<file path="src/rtl/clk_div_bank_if.sv">
// Control/observation bundle for clk_div_bank: config, enable/sync in; divided clocks, ticks, lock out.
interface clk_div_bank_if #(
  parameter int unsigned NUM_OUT = 3,
  parameter int unsigned CNT_W   = 8
);
  logic                     enable;
  logic                     sync;
  logic                     cfg_load;
  logic [NUM_OUT*CNT_W-1:0] cfg_half;
  logic [NUM_OUT-1:0]       clk_out;
  logic [NUM_OUT-1:0]       tick;
  logic                     locked;

  modport master (
    output enable, sync, cfg_load, cfg_half,
    input  clk_out, tick, locked
  );

  modport slave (
    input  enable, sync, cfg_load, cfg_half,
    output clk_out, tick, locked
  );
endinterface

</file>
<file path="src/rtl/clk_div_bank.sv">
// Bank of NUM_OUT programmable 50%-duty clock dividers sharing clk_in.
// Ratio changes are held in a shadow register and applied only on the
// falling edge of the divided clock (or immediately on sync), so no
// high/low phase is ever truncated.
module clk_div_bank #(
  parameter int unsigned NUM_OUT = 3,
  parameter int unsigned CNT_W   = 8
) (
  input  logic         clk_in,
  input  logic         reset_L,
  clk_div_bank_if.slave bus
);

  logic [CNT_W-1:0]   half_q   [NUM_OUT];
  logic [CNT_W-1:0]   half_d   [NUM_OUT];
  logic [CNT_W-1:0]   shadow_q [NUM_OUT];
  logic [CNT_W-1:0]   shadow_d [NUM_OUT];
  logic [CNT_W-1:0]   cnt_q    [NUM_OUT];
  logic [CNT_W-1:0]   cnt_d    [NUM_OUT];
  logic [CNT_W-1:0]   cfg_ch   [NUM_OUT];
  logic [NUM_OUT-1:0] pending_q, pending_d;
  logic [NUM_OUT-1:0] clk_q, clk_d;
  logic [NUM_OUT-1:0] tick_q, tick_d;

  // Per-channel next state: sync > freeze > off channel > run; config capture last.
  always_comb begin
    for (int i = 0; i < NUM_OUT; i++) begin
      cfg_ch[i]    = bus.cfg_half[i*CNT_W +: CNT_W];
      half_d[i]    = half_q[i];
      shadow_d[i]  = shadow_q[i];
      cnt_d[i]     = cnt_q[i];
      pending_d[i] = pending_q[i];
      clk_d[i]     = clk_q[i];
      tick_d[i]    = 1'b0;

      if (bus.sync) begin
        cnt_d[i] = '0;
        clk_d[i] = 1'b0;
        if (pending_q[i]) begin
          half_d[i]    = shadow_q[i];
          pending_d[i] = 1'b0;
        end
      end else if (bus.enable) begin
        if (half_q[i] == '0) begin
          // Off channel: parked low; a pending ratio starts it from phase 0.
          cnt_d[i] = '0;
          clk_d[i] = 1'b0;
          if (pending_q[i]) begin
            half_d[i]    = shadow_q[i];
            pending_d[i] = 1'b0;
          end
        end else if (cnt_q[i] == half_q[i] - CNT_W'(1)) begin
          cnt_d[i]  = '0;
          clk_d[i]  = ~clk_q[i];
          tick_d[i] = ~clk_q[i];
          // Falling edge is the period boundary: safe point to swap ratios.
          if (clk_q[i] && pending_q[i]) begin
            half_d[i]    = shadow_q[i];
            pending_d[i] = 1'b0;
          end
        end else begin
          cnt_d[i] = cnt_q[i] + CNT_W'(1);
        end
      end

      // Compare against the ratio in force after this edge, so a load that
      // coincides with a boundary stays pending until the following one.
      if (bus.cfg_load) begin
        shadow_d[i]  = cfg_ch[i];
        pending_d[i] = (cfg_ch[i] != half_d[i]);
      end
    end
  end

  // State registers; reset loads default ratios half[i] = 2^i.
  always_ff @(posedge clk_in or negedge reset_L) begin
    if (!reset_L) begin
      for (int i = 0; i < NUM_OUT; i++) begin
        half_q[i]   <= CNT_W'(1) << i;
        shadow_q[i] <= CNT_W'(1) << i;
        cnt_q[i]    <= '0;
      end
      pending_q <= '0;
      clk_q     <= '0;
      tick_q    <= '0;
    end else begin
      for (int i = 0; i < NUM_OUT; i++) begin
        half_q[i]   <= half_d[i];
        shadow_q[i] <= shadow_d[i];
        cnt_q[i]    <= cnt_d[i];
      end
      pending_q <= pending_d;
      clk_q     <= clk_d;
      tick_q    <= tick_d;
    end
  end

  assign bus.clk_out = clk_q;
  assign bus.tick    = tick_q;
  assign bus.locked  = ~|pending_q;

endmodule

</file>
<file path="src/flat_wrapper.sv">
// flat-port wrapper written by rule: the top's interface ports become plain ports
module clk_div_bank_flat 
#(
  parameter int unsigned NUM_OUT = 3,
  parameter int unsigned CNT_W   = 8
)
  (clk_in, reset_L, bus_enable, bus_sync, bus_cfg_load, bus_cfg_half, bus_clk_out, bus_tick, bus_locked);
  clk_div_bank_if #(.NUM_OUT(NUM_OUT), .CNT_W(CNT_W)) bus_i ();
  input  logic clk_in;
  input  logic reset_L;
  input wire logic [$bits(bus_i.enable)-1:0] bus_enable;
  input wire logic [$bits(bus_i.sync)-1:0] bus_sync;
  input wire logic [$bits(bus_i.cfg_load)-1:0] bus_cfg_load;
  input wire logic [$bits(bus_i.cfg_half)-1:0] bus_cfg_half;
  output wire logic [$bits(bus_i.clk_out)-1:0] bus_clk_out;
  output wire logic [$bits(bus_i.tick)-1:0] bus_tick;
  output wire logic [$bits(bus_i.locked)-1:0] bus_locked;
  assign bus_i.enable = bus_enable;
  assign bus_i.sync = bus_sync;
  assign bus_i.cfg_load = bus_cfg_load;
  assign bus_i.cfg_half = bus_cfg_half;
  assign bus_clk_out = bus_i.clk_out;
  assign bus_tick = bus_i.tick;
  assign bus_locked = bus_i.locked;
  clk_div_bank #(.NUM_OUT(NUM_OUT), .CNT_W(CNT_W)) u_core (.clk_in(clk_in), .reset_L(reset_L), .bus(bus_i));
endmodule
</file>
<file path="config.mk">
export PLATFORM = sky130hd
export DESIGN_NAME = clk_div_bank_flat
export DESIGN_NICKNAME = d
export VERILOG_FILES = /design/src/rtl/clk_div_bank_if.sv /design/src/rtl/clk_div_bank.sv /design/src/flat_wrapper.sv
export SDC_FILE = /design/constraint.sdc
export NUM_CORES = 1
export LEC_CHECK = 0
export CAP_MARGIN = 20
export CORE_AREA = 2 2 191 118
export CTS_CLUSTER_DIAMETER = 150
export DETAILED_ROUTE_END_ITERATION = 7
export DIE_AREA = 0 0 193 120
export MAX_ROUTING_LAYER = met4
export PLACE_DENSITY_LB_ADDON = 0.3
export SLEW_MARGIN = 20
export SYNTH_ARGS = -nofsm -noshare
export SYNTH_HDL_FRONTEND = slang
export SYNTH_SLANG_ARGS = --single-unit
</file>
<file path="constraint.sdc">
create_clock -name clk_in -period 4.8 [get_ports clk_in]
set_input_delay 1.2 -clock clk_in [delete_from_list [all_inputs] [get_ports clk_in]]
set_output_delay 1.2 -clock clk_in [all_outputs]
set_load 0.03 [all_outputs]
</file>
== Word level (Yosys, flattened, before mapping) ==
Cells that the tools add are included.

* Bits in registers: 81
* Input port bits: 29
* Output and inout port bits: 7
* Logic and storage cells: 128

* Add/subtract/negate cells: 6
* Equality and inequality tests: 6
* Muxes and demuxes: 72
* Bitwise operators: 3
* Reduce and logical (&&, ||, !) cells: 25

{| class="wikitable"
|+ Operators by type and width
! kind !! number
|-
| 8-bit two-way mux || 30
|-
| 1-bit two-way mux || 42
|-
| 8-bit by 1-bit adder with 8-bit output (second input constant) || 3
|-
| 8-bit equality test || 3
|-
| 8-bit logical NOT || 3
|-
| 8-bit inequality test || 3
|-
| 4-bit nonzero test || 6
|-
| 8-bit by 1-bit subtractor with 8-bit output (second input constant) || 3
|-
| 3-bit nonzero test || 4
|-
| 3-bit AND reduction || 3
|-
| 2-bit AND reduction || 3
|-
| 1-bit logical AND || 3
|-
| 1-bit NOT || 3
|-
| 3-bit OR reduction || 1
|-
| 2-bit nonzero test || 1
|-
| 1-bit logical NOT || 1
|}

== Depth between registers and ports, before layout ==
Gate-level depths: netlist of the first run.

* Depth in word-level cells: 8
* Mapped depth: 13
* Depth with buffers taken out: 11

== Worst setup path before layout of the first run ==
No wires, ideal clock.

* Path kind: in2reg
* From: input bus_enable
* To: register u_core.pending_q[0]
* Data arrival time: 3.256 ns
* Required time: 4.669 ns
* Path slack: 1.412 ns
* Stages: 11
* Cell sequence: clkbuf_1 > clkbuf_1 > nor2_1 > o21ai_0 > a222oi_1 > o22ai_1 > nor4_1 > o21ai_0 > a211o_1 > nor4_1 > a21oi_1

* Cells in the longest elaborated chain, start to end: 4

{| class="wikitable"
|+ Ends and longest elaborated chain
! what !! line !! source
|-
| from (decl) || flat_wrapper.sv:11 || <nowiki>input wire logic [$bits(bus_i.enable)-1:0] bus_enable;</nowiki>
|-
| 8-bit two-way mux || clk_div_bank.sv:43 || <nowiki>end else if (bus.enable) begin</nowiki>
|-
| 8-bit two-way mux || clk_div_bank.sv:36 || <nowiki>if (bus.sync) begin</nowiki>
|-
| 8-bit inequality test || clk_div_bank.sv:70 || <nowiki>pending_d[i] = (cfg_ch[i] != half_d[i]);</nowiki>
|-
| 1-bit two-way mux || clk_div_bank.sv:68 || <nowiki>if (bus.cfg_load) begin</nowiki>
|-
| to (signal assigned) || clk_div_bank.sv:92 || <nowiki>pending_q <= pending_d;</nowiki>
|-
| to (decl) || clk_div_bank.sv:21 || <nowiki>logic [NUM_OUT-1:0] pending_q, pending_d;</nowiki>
|}

Several ways; a longest one is shown, not always the timed one.
A chain may end at the register's enable or synchronous reset.

== Worst setup path after layout of the first run ==
* From: input bus_enable
* To: register u_core.pending_q[1]

The elaborated chain is that of the path after synthesis.

==> qor.yml, run 1 <==
sta:
  hold_violations: 0
  worstMarginPinSlew_ns: 0.848
  setup_viol: 0
  grt_setup_unrepaired: "false"
  finalCritPeriodShare_pct: 83.0
  clock.fmax_mhz: 251
  slew_violations: 0
  setup_tns_ns: 0
  skew_ns: 0.00883
  timing.final.ws_setup_ns: 0.817
  slew_headroom_pct: 43.5
  period_needed_ns: 3.98
global_routing:
  grt_start_max_net_pins: 62
  grt_usage_pct: 18.8
  grt_first_pass_wirelength_um: 33100
  grt_overflow: 0
  antenna_found_initial: 0
  grt_pass1_vias: 5798
placement:
  io_buffer_count: 35
  gp_congestion: 0.984
  pre_cts_ws_ns: 0.507
  dp_hpwl_um: 15000
final_layout:
  final_common_cell: "dfrtp_1"
  layout_common_cells: "dfrtp_1, nor2_1, nand2_1"
  nFillCells: 2254
  multi_input_area_um2: 3960
  regArea_um2: 2030
  drive_above_1_share_pct: 10.9
  finalNetCount: 799
  diodes: 0
  area_delta_synth_final_pct: 15.1
synthesis:
  synth_top_area_share_pct: 29.6
  syn_avg_cell_area_um2: 8.42
  muxShareOfSynthArea_pct: 9.34
  synth_compound_area_share_pct: 26.0
  synth_top_family_by_area: "compound AO/OA/AOI/OAI gates"
  synth_ff_type: "dfrtp_1"
  syn_area_um2: 6330
  synthSimpleGateAreaFrac_pct: 19.6
  synth_cell_types: 80
  async_reset_ff_share_pct: 100
  seq_area_frac_synth_pct: 32.1
  syn_inst: 752
  synth_seq_cells: 81
  yosys.area.top_type: "dfrtp_1"
  synthAdderAreaFrac_pct: 1.19
  synth-edff-count: 0
  synth_warnings: 0
  synth_nets: 787
  synth.area.top_cells: "dfrtp_1, mux2_2, mux2i_1"
  synth_xor_area_share_pct: 6.44
clocking:
  cts_hold_buf: 0
  cts-resized-gates: 0
  cts_tree: "done"
  path_clk_slew_ns: 0.07
  cts_inserted_buffers: 9
  ctsRootBufferMaster: "clkbuf_16"
  clk_latency_ns: 0.35
  cts_max_path_buffers: 2
  cts_setup_buffers: 0
  h-tree-depth: 3
  cts_sinks: 81
floorplanning:
  rows: 42
  die-area_um2: 23200
  die_h_um: 120
  top_level_ports: 36
  fp.coreArea_um2: 21500
  initial_core_util_pct: 29.4
  die_w_um: 193
pwr:
  power_density_nw_per_um2: 317
  vdd_drop_max_mv: 0.183
  leakagePower_nw: 2.86
  total_power_mw: 2.31
routing:
  wirelength_um: 20400
  drt_iter0_markers: 654
  drc: 0
  wl_per_cell_um: 19.3
  met3WireLength_um: 1800
  wl_met2_um: 7620
  vias: 6098
  viasPerCell: 5.78
  drt_pass1_iterations: 5
  drt-met1-wl_um: 10800
  top_layer: "met4"
  ant_nets: 0
setup_path:
  worst_setup_path_start_kind: "input pin"
  path_max_fanout: 14
  cpPeakStageDelay_ns: 0.70
  end_kind: "register"
  critPathSlowestCell: "clkdlybuf4s50_1"
  reg2regPathDepth: 9
  path_class: "in2reg"
  crit_required_ns: 5.04
  path_cells: "clkdlybuf4s50_1 > buf_4 > nor3_1 > a211oi_1 > nor4_1 > o2bb2ai_1 > a2111oi_0 > o211ai_1 > a211oi_1 > o211ai_1 > o32a_1"
  crit_arrival_ns: 4.22
run_status:
  status: "complete, no violations"
job:
  maxCapViolations: 0
hold_path:
  hold_path_depth: 2
  hold_path_class: "reg2reg"
## cells in the mapped netlist (all sizes together) (6+ instances only)
| master | n |
|---|---|
| a211oi | 13 |
| a21oi | 47 |
| a221oi | 11 |
| a22oi | 8 |
| a2bb2oi | 6 |
| and3 | 7 |
| buf | 9 |
| clkbuf | 43 |
| dfrtp | 75 |
| dfstp | 6 |
| ha | 6 |
| inv | 34 |
| mux2 | 30 |
| mux2i | 25 |
| nand2 | 60 |
| nand2b | 7 |
| nand3 | 20 |
| nand4 | 8 |
| nor2 | 66 |
| nor3 | 29 |
| nor3b | 6 |
| nor4 | 8 |
| o211ai | 10 |
| o21a | 6 |
| o21ai | 25 |
| o22ai | 16 |
| o31ai | 10 |
| or3 | 10 |
| xnor2 | 23 |
| xor2 | 21 |
## path summary, 6_finish.rpt
kind	slack, ns	from	endpoint
min in group asynchronous	0.95	reset_L	u_core.half_q[0]
min reg2reg	0.53	u_core.shadow_q[16]	u_core.half_q[16]
max reg2reg	0.90	u_core.half_q[18]	u_core.pending_q[0]
min	0.53	u_core.shadow_q[16]	u_core.half_q[16]
max in group asynchronous	2.99	reset_L	u_core.shadow_q[16]
max	0.82	bus_enable	u_core.pending_q[1]
## critical path, delay by kind of cell
family / cells / cell delay, ns
AND/OR/NAND/NOR: 2 / 0.53
buffers and inverters: 2 / 1.01
AO/OA/AOI/OAI: 7 / 1.49
## per-stage QoR
stage / utilization, % / cell area, um^2 / hold WS [ns] / cells
after floorplan: - / 6330 / 0.469 / 752
after global placement: 32.3 / 6960 / 0.491 / 1039
after detailed placement: 32.3 / 6960 / 0.509 / 1039
after CTS: 33.8 / 7290 / 0.519 / 1055
after global routing: 33.8 / 7290 / 0.550 / 1055
final: 33.8 / 7290 / 0.525 / 1055
## metal layers
| layer | up-vias | global-route usage, % |
|---|---|---|
| met1 | 2941 | 30.1 |
| met3 | 14 | 4.91 |
| li1 | 2863 | - |
| met2 | 280 | 22.9 |
| met4 | 0 | 3.03 |
| met5 | - | - |
## area by class of cell
type | instances | share of cell area (%)
clock buffer | 12 | 3.52
clock inverter | 4 | 1.03
inverter | 34 | 1.75
multi-input combinational | 585 | 54.4
sequential | 81 | 27.9
tap | 286 | 4.91
timing repair buffer | 53 | 6.49
## kinds of logic (layout without fill, tap and decap cells)
| group | count (synthesis) | in the layout |
|---|---|---|
| AOI/OAI and AO/OA | 228 | 228 |
| xor gates and xnor gates | 45 | 45 |
| adders and majority gates | 6 | 6 |
| buffers and inverters | 86 | 103 |
| DFF | 81 | 81 |
| muxes | 55 | 55 |
| and+or+nand+nor | 251 | 251 |
## registers in the layout, summed over array words and instances (netlist names)
register / cells
u_core.cnt_q: 24
u_core.half_q: 24
u_core.shadow_q: 24
u_core.bus.clk_out: 3
u_core.bus.tick: 3
u_core.pending_q: 3
## where the power goes
group / internal (mW) / leakage (nW) / switching (mW)
sequential: 0.752 / 0.994 / 0.149
clock: 0.485 / 0.155 / 0.311
combinational: 0.273 / 1.71 / 0.340
No activity file was read; power rests on OpenSTA's default activity.
==> run 2, diff against run 1 <==
==> constraint.sdc (replaced) <==
create_clock -name clk_in -period 3.7 [get_ports clk_in]
set_input_delay 0.925 -clock clk_in [delete_from_list [all_inputs] [get_ports clk_in]]
set_output_delay 0.925 -clock clk_in [all_outputs]
set_load 0.03 [all_outputs]
==> qor.yml, run 2 (synthesis gave the netlist of run 1 again) <==
sta:
  clock.fmax_mhz: 282
  period_needed_ns: 3.55
  setup_tns_ns: 0  # unchanged
  slew_violations: 0  # unchanged
  finalCritPeriodShare_pct: 95.9
  grt_setup_unrepaired: "false"
  skew_ns: 0.0117  # +0.00287 ns
  setup_viol: 0  # unchanged
  worstMarginPinSlew_ns: 0.794  # -0.0544 ns
  timing.final.ws_setup_ns: 0.151  # -0.667 ns
  hold_violations: 0  # unchanged
  slew_headroom_pct: 47.1  # +3.6 points
setup_path:
  worst_setup_path_start_kind: "register"
  path_class: "reg2reg"
  end_kind: "register"
  crit_required_ns: 3.91  # -1.13 ns
  crit_arrival_ns: 3.76  # -0.46 ns
  path_max_fanout: 5  # -9
clocking:
  cts_setup_buffers: 0  # unchanged
  clk_latency_ns: 0.36  # about the same
  h-tree-depth: 3  # unchanged
  cts_sinks: 81  # unchanged
  cts_inserted_buffers: 9  # unchanged
  cts_max_path_buffers: 2  # unchanged
  cts_tree: "done"
  cts_hold_buf: 0  # unchanged
  ctsRootBufferMaster: "clkbuf_16"
  cts-resized-gates: 0  # unchanged
  path_clk_slew_ns: 0.07  # about the same
routing:
  wirelength_um: 20800  # +1.8%
  viasPerCell: 5.73  # -0.89%
  ant_nets: 0  # unchanged
  drc: 0  # unchanged
  vias: 6296  # +3.2%
  drt_iter0_markers: 630  # -3.7%
  drt_pass1_iterations: 7  # +2
  wl_per_cell_um: 18.9  # -2.3%
pwr:
  power_density_nw_per_um2: 397  # +25%
  leakagePower_nw: 3.08  # +7.8%
  vdd_drop_max_mv: 0.248  # +36%
floorplanning:
  rows: 42  # unchanged
  die-area_um2: 23200  # unchanged
  fp.coreArea_um2: 21500  # unchanged
  die_w_um: 193  # unchanged
  initial_core_util_pct: 29.4  # unchanged
  top_level_ports: 36  # unchanged
  die_h_um: 120  # unchanged
run_status:
  status: "complete, no violations"
final_layout:
  reg_top3: "u_core.cnt_q: 24 flops, u_core.half_q: 24 flops, u_core.shadow_q: 24 flops"
  final_common_cell: "dfrtp_1"
  drive_above_1_share_pct: 16.0  # +5.1 points
  finalNetCount: 843  # +5.5%
  diodes: 0  # unchanged
  layout_common_cells: "dfrtp_1, nor2_1, buf_4"
  area_delta_synth_final_pct: 20.5
hold_path:
  hold_path_class: "reg2reg"
placement:
  io_buffer_count: 35  # unchanged
  gp_congestion: 0.969  # -1.6%
  pre_cts_ws_ns: -0.0384  # -0.546 ns
  dp_hpwl_um: 15400  # +3.0%
global_routing:
  grt_usage_pct: 19.2  # +0.41 points
  grt_overflow: 0  # unchanged
  antenna_found_initial: 0  # unchanged
  grt_first_pass_wirelength_um: 33900  # +2.6%
  grt_pass1_vias: 5924  # +2.2%
  grt_start_max_net_pins: 45  # -27%
job:
  maxCapViolations: 0  # unchanged
run 2: cell types whose count changed in the layout (fill, tap and decap cells not counted), sizes merged:
cell and change:
buf +44, clkbuf -2, clkinv +1, clkinvlp -1, inv +2
run 2: cell type report:
| cell class | instances | area [um^2] |
|---|---|---|
| tap | 286 | 358 |
| fill | 2231 | 13900 |
| inverter | 34 | 128 |
| clock inverter | 6 | 90.1 |
| multi-input combinational | 585 | 3970 |
| sequential | 81 | 2030 |
| timing repair buffer | 97 | 828 |
| clock buffer | 10 | 229 |
run 2: report_power, final:
part | internal [mW] | switching [mW] | total, mW
Sequential | 0.975 | 0.154 | 1.13
Combinational | 0.405 | 0.492 | 0.896
Clock | 0.596 | 0.409 | 1.01
Total | 1.98 | 1.05 | 3.03
run 2: worst max-delay path, cell delays in order (launching register included):
cell and delay, ns:
dfrtp_1 0.46, inv_1 0.11, ha_1 0.26, or3b_1 0.39
or2_2 0.32, or3_1 0.43, o211ai_1 0.28, o2111a_1 0.23
nor2_1 0.05, a2111oi_0 0.50, and4_1 0.27, a41oi_1 0.12
run 2: path summary, 6_finish.rpt:
check / start / end / slack, ns / cells after the start
max: u_core.half_q[0] / u_core.pending_q[2] / 0.15 / 11
min: u_core.shadow_q[16] / u_core.half_q[16] / 0.51 / 2
max reg2reg: u_core.half_q[0] / u_core.pending_q[2] / 0.15 / 11
min reg2reg: u_core.shadow_q[16] / u_core.half_q[16] / 0.51 / 2
max in group asynchronous: reset_L / u_core.pending_q[1] / 2.39 / 2
min in group asynchronous: reset_L / u_core.shadow_q[1] / 0.58 / 1
run 2: through the flow:
stage	power (mW)	cells	area, um^2	hold slack [ns]	utilization, %
CTS	3.03	1099	7630	0.512	35.4
global placement	2.02	1083	7310	0.489	33.9
finish	3.03	1099	7640	0.509	35.4
detailed placement	2.01	1083	7310	0.503	33.9
global route	3.18	1099	7640	0.557	35.4
floorplan	1.69	752	6330	0.469	-
run 2: layer usage:
layer	vias up	track usage, %	wire, um
li1	2943	-	-
met3	15	4.68	1770
met2	305	23.8	7890
met5	-	-	0
met1	3033	30.5	10900
met4	0	3.41	174
